--- src/rtl/icache_responder.sv ---
// Direct-mapped, one-word-per-frame instruction cache between the CPU fetch port and RAM.
// A miss latches the word address and waits in FETCH until RAM drops iwait, then fills the frame.
module icache_responder #(
  parameter int unsigned SETS = 16
) (
  input  logic        CLK,
  input  logic        RST,
  input  logic        imemREN,
  input  logic [31:0] imemaddr,
  output logic        ihit,
  output logic [31:0] imemload,
  input  logic        invalidate,
  output logic        iREN,
  output logic [31:0] iaddr,
  input  logic        iwait,
  input  logic [31:0] iload,
  output logic [15:0] hit_count,
  output logic [15:0] miss_count
);

  localparam int unsigned IDXW = $clog2(SETS);
  localparam int unsigned TAGW = 30 - IDXW;

  localparam logic [0:0] StIdle  = 1'b0;
  localparam logic [0:0] StFetch = 1'b1;

  logic [0:0]      state_q, state_d;
  logic [29:0]     miss_word_q, miss_word_d;
  logic [15:0]     hit_count_q, hit_count_d;
  logic [15:0]     miss_count_q, miss_count_d;
  logic [SETS-1:0] valid_q;
  logic [TAGW-1:0] tag_q  [SETS];
  logic [31:0]     data_q [SETS];

  logic [IDXW-1:0] req_idx, fill_idx;
  logic [TAGW-1:0] req_tag, fill_tag;
  logic            hit, miss_start, fill;
  logic [1:0]      unused_byte_offset;

  assign req_idx  = imemaddr[IDXW+1:2];
  assign req_tag  = imemaddr[31:IDXW+2];
  assign fill_idx = miss_word_q[IDXW-1:0];
  assign fill_tag = miss_word_q[29:IDXW];
  assign unused_byte_offset = imemaddr[1:0];

  assign hit        = (state_q == StIdle) & imemREN & valid_q[req_idx] & (tag_q[req_idx] == req_tag);
  assign miss_start = (state_q == StIdle) & imemREN & ~hit;
  // Invalidate aborts an in-flight fill so a stale word can never be installed.
  assign fill       = (state_q == StFetch) & ~iwait & ~invalidate;

  assign ihit       = hit;
  assign imemload   = hit ? data_q[req_idx] : 32'h0;
  assign iREN       = (state_q == StFetch);
  assign iaddr      = iREN ? {miss_word_q, 2'b00} : 32'h0;
  assign hit_count  = hit_count_q;
  assign miss_count = miss_count_q;

  always_comb begin
    state_d      = state_q;
    miss_word_d  = miss_word_q;
    hit_count_d  = hit_count_q;
    miss_count_d = miss_count_q;
    unique case (state_q)
      StIdle: begin
        if (hit && hit_count_q != 16'hFFFF) begin
          hit_count_d = hit_count_q + 16'd1;
        end
        if (miss_start) begin
          state_d     = StFetch;
          miss_word_d = imemaddr[31:2];
          if (miss_count_q != 16'hFFFF) begin
            miss_count_d = miss_count_q + 16'd1;
          end
        end
      end
      StFetch: begin
        if (invalidate || !iwait) begin
          state_d = StIdle;
        end
      end
      default: state_d = StIdle;
    endcase
  end

  always_ff @(posedge CLK or posedge RST) begin
    if (RST) begin
      state_q      <= StIdle;
      miss_word_q  <= '0;
      hit_count_q  <= '0;
      miss_count_q <= '0;
    end else begin
      state_q      <= state_d;
      miss_word_q  <= miss_word_d;
      hit_count_q  <= hit_count_d;
      miss_count_q <= miss_count_d;
    end
  end

  always_ff @(posedge CLK or posedge RST) begin
    if (RST) begin
      valid_q <= '0;
    end else if (invalidate) begin
      valid_q <= '0;
    end else if (fill) begin
      valid_q[fill_idx] <= 1'b1;
    end
  end

  always_ff @(posedge CLK) begin
    if (fill) begin
      tag_q[fill_idx]  <= fill_tag;
      data_q[fill_idx] <= iload;
    end
  end

endmodule
--- config.mk ---
export PLATFORM = sky130hd
export DESIGN_NAME = icache_responder
export DESIGN_NICKNAME = d
export VERILOG_FILES = /design/src/rtl/icache_responder.sv
export SDC_FILE = /design/constraint.sdc
export NUM_CORES = 1
export LEC_CHECK = 0
export BUFFER_PORTS_ARGS = -buffer_cell sky130_fd_sc_hd__buf_4
export CAP_MARGIN = 30
export CORE_ASPECT_RATIO = 1.25
export CORE_UTILIZATION = 61
export DETAILED_ROUTE_END_ITERATION = 7
export GPL_ROUTABILITY_DRIVEN = 0
export GPL_TIMING_DRIVEN = 1
export MAX_ROUTING_LAYER = met4
export PLACE_DENSITY = 0.79
export SYNTH_ARGS = -nofsm -noshare
export SYNTH_HDL_FRONTEND = slang
export SYNTH_SLANG_ARGS = --single-unit
export TNS_END_PERCENT = 50
--- constraint.sdc ---
create_clock -name CLK -period 7.41 [get_ports CLK]
set_clock_uncertainty 0.2 [all_clocks]
set_input_delay 0.741 -clock CLK [delete_from_list [all_inputs] [get_ports CLK]]
set_output_delay 0.741 -clock CLK [all_outputs]
set_load 0.05 [all_outputs]
==> impl_metrics.toml <==
[outcome]
run_status = "completed"

[sta]
hold_violations = 0
fin_crit_ps = 6287
relSlewSlack_pct = 31.39
setup_viol = 0
tightest_slew_ps = 1029
fmax_mhz = 159.1
slew_viol_final = 0
final.setup.tns_ps = 0
period_share_pct = 84.84
grt_setup_unrepaired = "no"
hold_ws_ps = 171.9

[clocking]
cts_sinks = 1007
clockBufferDepth = 3
numCtsBuffers = 94
cts_resized = 0
clk_latency_ps = 650
clockRootBuffer = "clkbuf_16"
clk_pin_slew_ps = 60
cts_tree = "done"
cts_max_level = 3

[grt]
globalRouteMet3Util_pct = 4.425
met2_usage_pct = 49.34
grt_pass1_wl_um = 136100
top_usage_layer = "met2"
grt.total_usage_pct = 29.71
gr-usage-met1_pct = 37.88
grt_pass1_vias = 20559
antenna_found_initial = 4
grt_max_degree = 93
globalRouteOverflowTotal = 0

[critical_path]
r2r_slack_ps = 2240
worstPathCellList = "buf_8, buf_4, mux4_2, a22oi_1, nand3_1, xor2_1, nor4_2, nand4b_1, or4_2, buf_4, nor2b_1, buf_4"
cp.required_ps = 6470
start_kind = "input pin"
cp-end-kind = "output pin"
arrival_ps = 5350
cp_max_fo = 63
cp_slowest_cell = "or4_2"
path_class = "in -> out"
slowest_delay_ps = 940
path_buf_inv = 4
critPathTopFamily = "simple AND/OR/NAND/NOR gates"
worst_path_most_repeated_cell = "buf_4"

[synth]
synth-seq-cells = 1007
syn_inst = 1844
synth_cell_types = 55
synth_area_leaders = "edfxtp_1, mux4_2, dfrtp_1, mux2i_1, mux2_4"
netlist.area_leader.share_pct = 70.29
syn-cell-area_sq_um = 39640
yosysWarnings = 0
async_flop_share_pct = 7.845
ys.flop_type = "edfxtp_1"
synth_top_cell_by_area = "edfxtp_1"
synth_edf_count = 928
synth.avg_cell_area_sq_um = 21.50
yosysSeqAreaShare_pct = 75.28

[final_layout]
fin_nets = 2125
drive_gt1_share_pct = 31.74
ff_latch_area_sq_um = 29840
multi_input_area_sq_um = 9349
nFillCells = 3743
area_delta_synth_final_pct = 14.22

[routing]
drt-total-wl_um = 92330
drc_errors = 0
firstDrtPassIters = 5
drtIter0Drc = 2146
vias_per_cell = 6.548
dr_total_vias = 19539
ant_nets = 0
wl_per_cell_um = 30.94

[power_and_ir_drop]
power_leakage_nw = 15.40
powerDensity_nw_per_um2 = 276.7
ir_worst_vdd_uv = 202.7

[min_path]
hold_class = "in -> reg"

[floorplanning]
initial_core_util_pct = 61.67
die_area_sq_um = 66020
ios = 167
fp.dieW_um = 230.0
core_area_sq_um = 64280
rows = 104
chipHeight_um = 287.0

[run]
max-cap-violations = 0

[place]
portBuffers = 162
dp_hpwl_um = 47080
[worst paths after layout]
path / cells after the start / end / from
min: 2 / miss_word_q[11] / imemaddr[13]
max: 12 / imemload[24] / imemaddr[2]
max in group asynchronous: 4 / valid_q[3] / RST
min in group asynchronous: 3 / miss_word_q[14] / RST
max reg2reg: 10 / miss_word_q[24] / tag_q[8][20]
min reg2reg: 1 / valid_q[7] / valid_q[7]
[registers in the layout, indices dropped and copies added, names as in the netlist]
register,count
valid_q,16
data_q,512
iREN,1
hit_count,16
miss_word_q,30
tag_q,416
miss_count,16
[area by class of cell]
| cell class | count | area share (%) |
|---|---|---|
| flip-flops and latches | 1007 | 65.90 |
| multi-input cells | 729 | 20.65 |
| clock buffers | 122 | 5.700 |
| repair buffers | 209 | 3.785 |
| well taps | 848 | 2.343 |
| clock inverters | 53 | 1.492 |
| inverters | 13 | 0.1133 |
| diodes | 3 | 0.01658 |
[through the flow]
stage | util, % | area [sq um] | cells | total power [mW] | setup slack, ps
floorplan | - | 39650 | 1845 | 7.220 | 1235
global placement | 65.13 | 41870 | 2799 | 7.513 | 1118
detailed placement | 65.35 | 42010 | 2805 | 7.558 | 977.4
CTS | 70.43 | 45280 | 2981 | 12.58 | 1050
global route | 70.44 | 45280 | 2983 | 12.85 | 901.5
finish | 70.45 | 45280 | 2984 | 12.53 | 1123
[per-layer routing]
metal  up-vias  part of all wire [%]
met4         0                   3.2
met2      1051                    52
li1       7980                     -
met1     10329                    37
met3       179                   7.7
met5         -                     0
[where the power goes]
| part | internal (mW) | switching, mW | total, mW |
|---|---|---|---|
| combinational | 0.355 | 0.516 | 0.871 |
| clock | 3.02 | 2.07 | 5.09 |
| sequential | 6.40 | 0.170 | 6.57 |
| total | 9.78 | 2.76 | 12.5 |
[synthesized netlist by cell type (19+ instances only)]
cell type	number
dfrtp_1	79
mux2i_1	72
mux2_4	29
mux4_2	240
clkbuf_1	37
xnor2_1	30
and2_1	34
nor3_1	20
mux2_2	35
nand3_1	23
xor2_1	34
nand2_1	29
nor2_1	30
buf_1	19
edfxtp_1	928
nor2b_1	41
[cell usage in the layout (no fill, tap or decap), types with 30 or more instances in the layout]
cell,count
xnor2_1,30
dfrtp_1,79
and2_1,34
mux2_2,35
clkbuf_16,97
mux4_2,240
xor2_1,34
buf_4,197
edfxtp_1,928
mux2i_1,72
nor2b_1,41
[worst register-to-register path: stages, from the launching register on]
cell and delay [ps]:
edfxtp_1 400, mux4_2 460, mux4_2 470, xnor2_1 310
o2111ai_1 170, or4_1 530, or4_2 920, buf_4 370
buf_4 330, and2_4 430, mux2_4 450
[cells by family after synthesis]
logic type	count (synthesis)	share of synthesized area [%]
muxes	376	17.54
other	1	0.009459
and+or+nand+nor	215	2.945
AOI/OAI and AO/OA	70	1.316
buffers and inverters	109	1.430
adders and majority gates	2	0.06311
DFF	1007	75.28
xor gates and xnor gates	64	1.414
[timing repair]
item | 4_1_cts | 5_1_grt
endpoints found under the hold margin | 21 | 0
hold buffers | 1 | 0
buffers inserted | 0 | 0
Note: power is estimated with default switching activity, not from simulation.
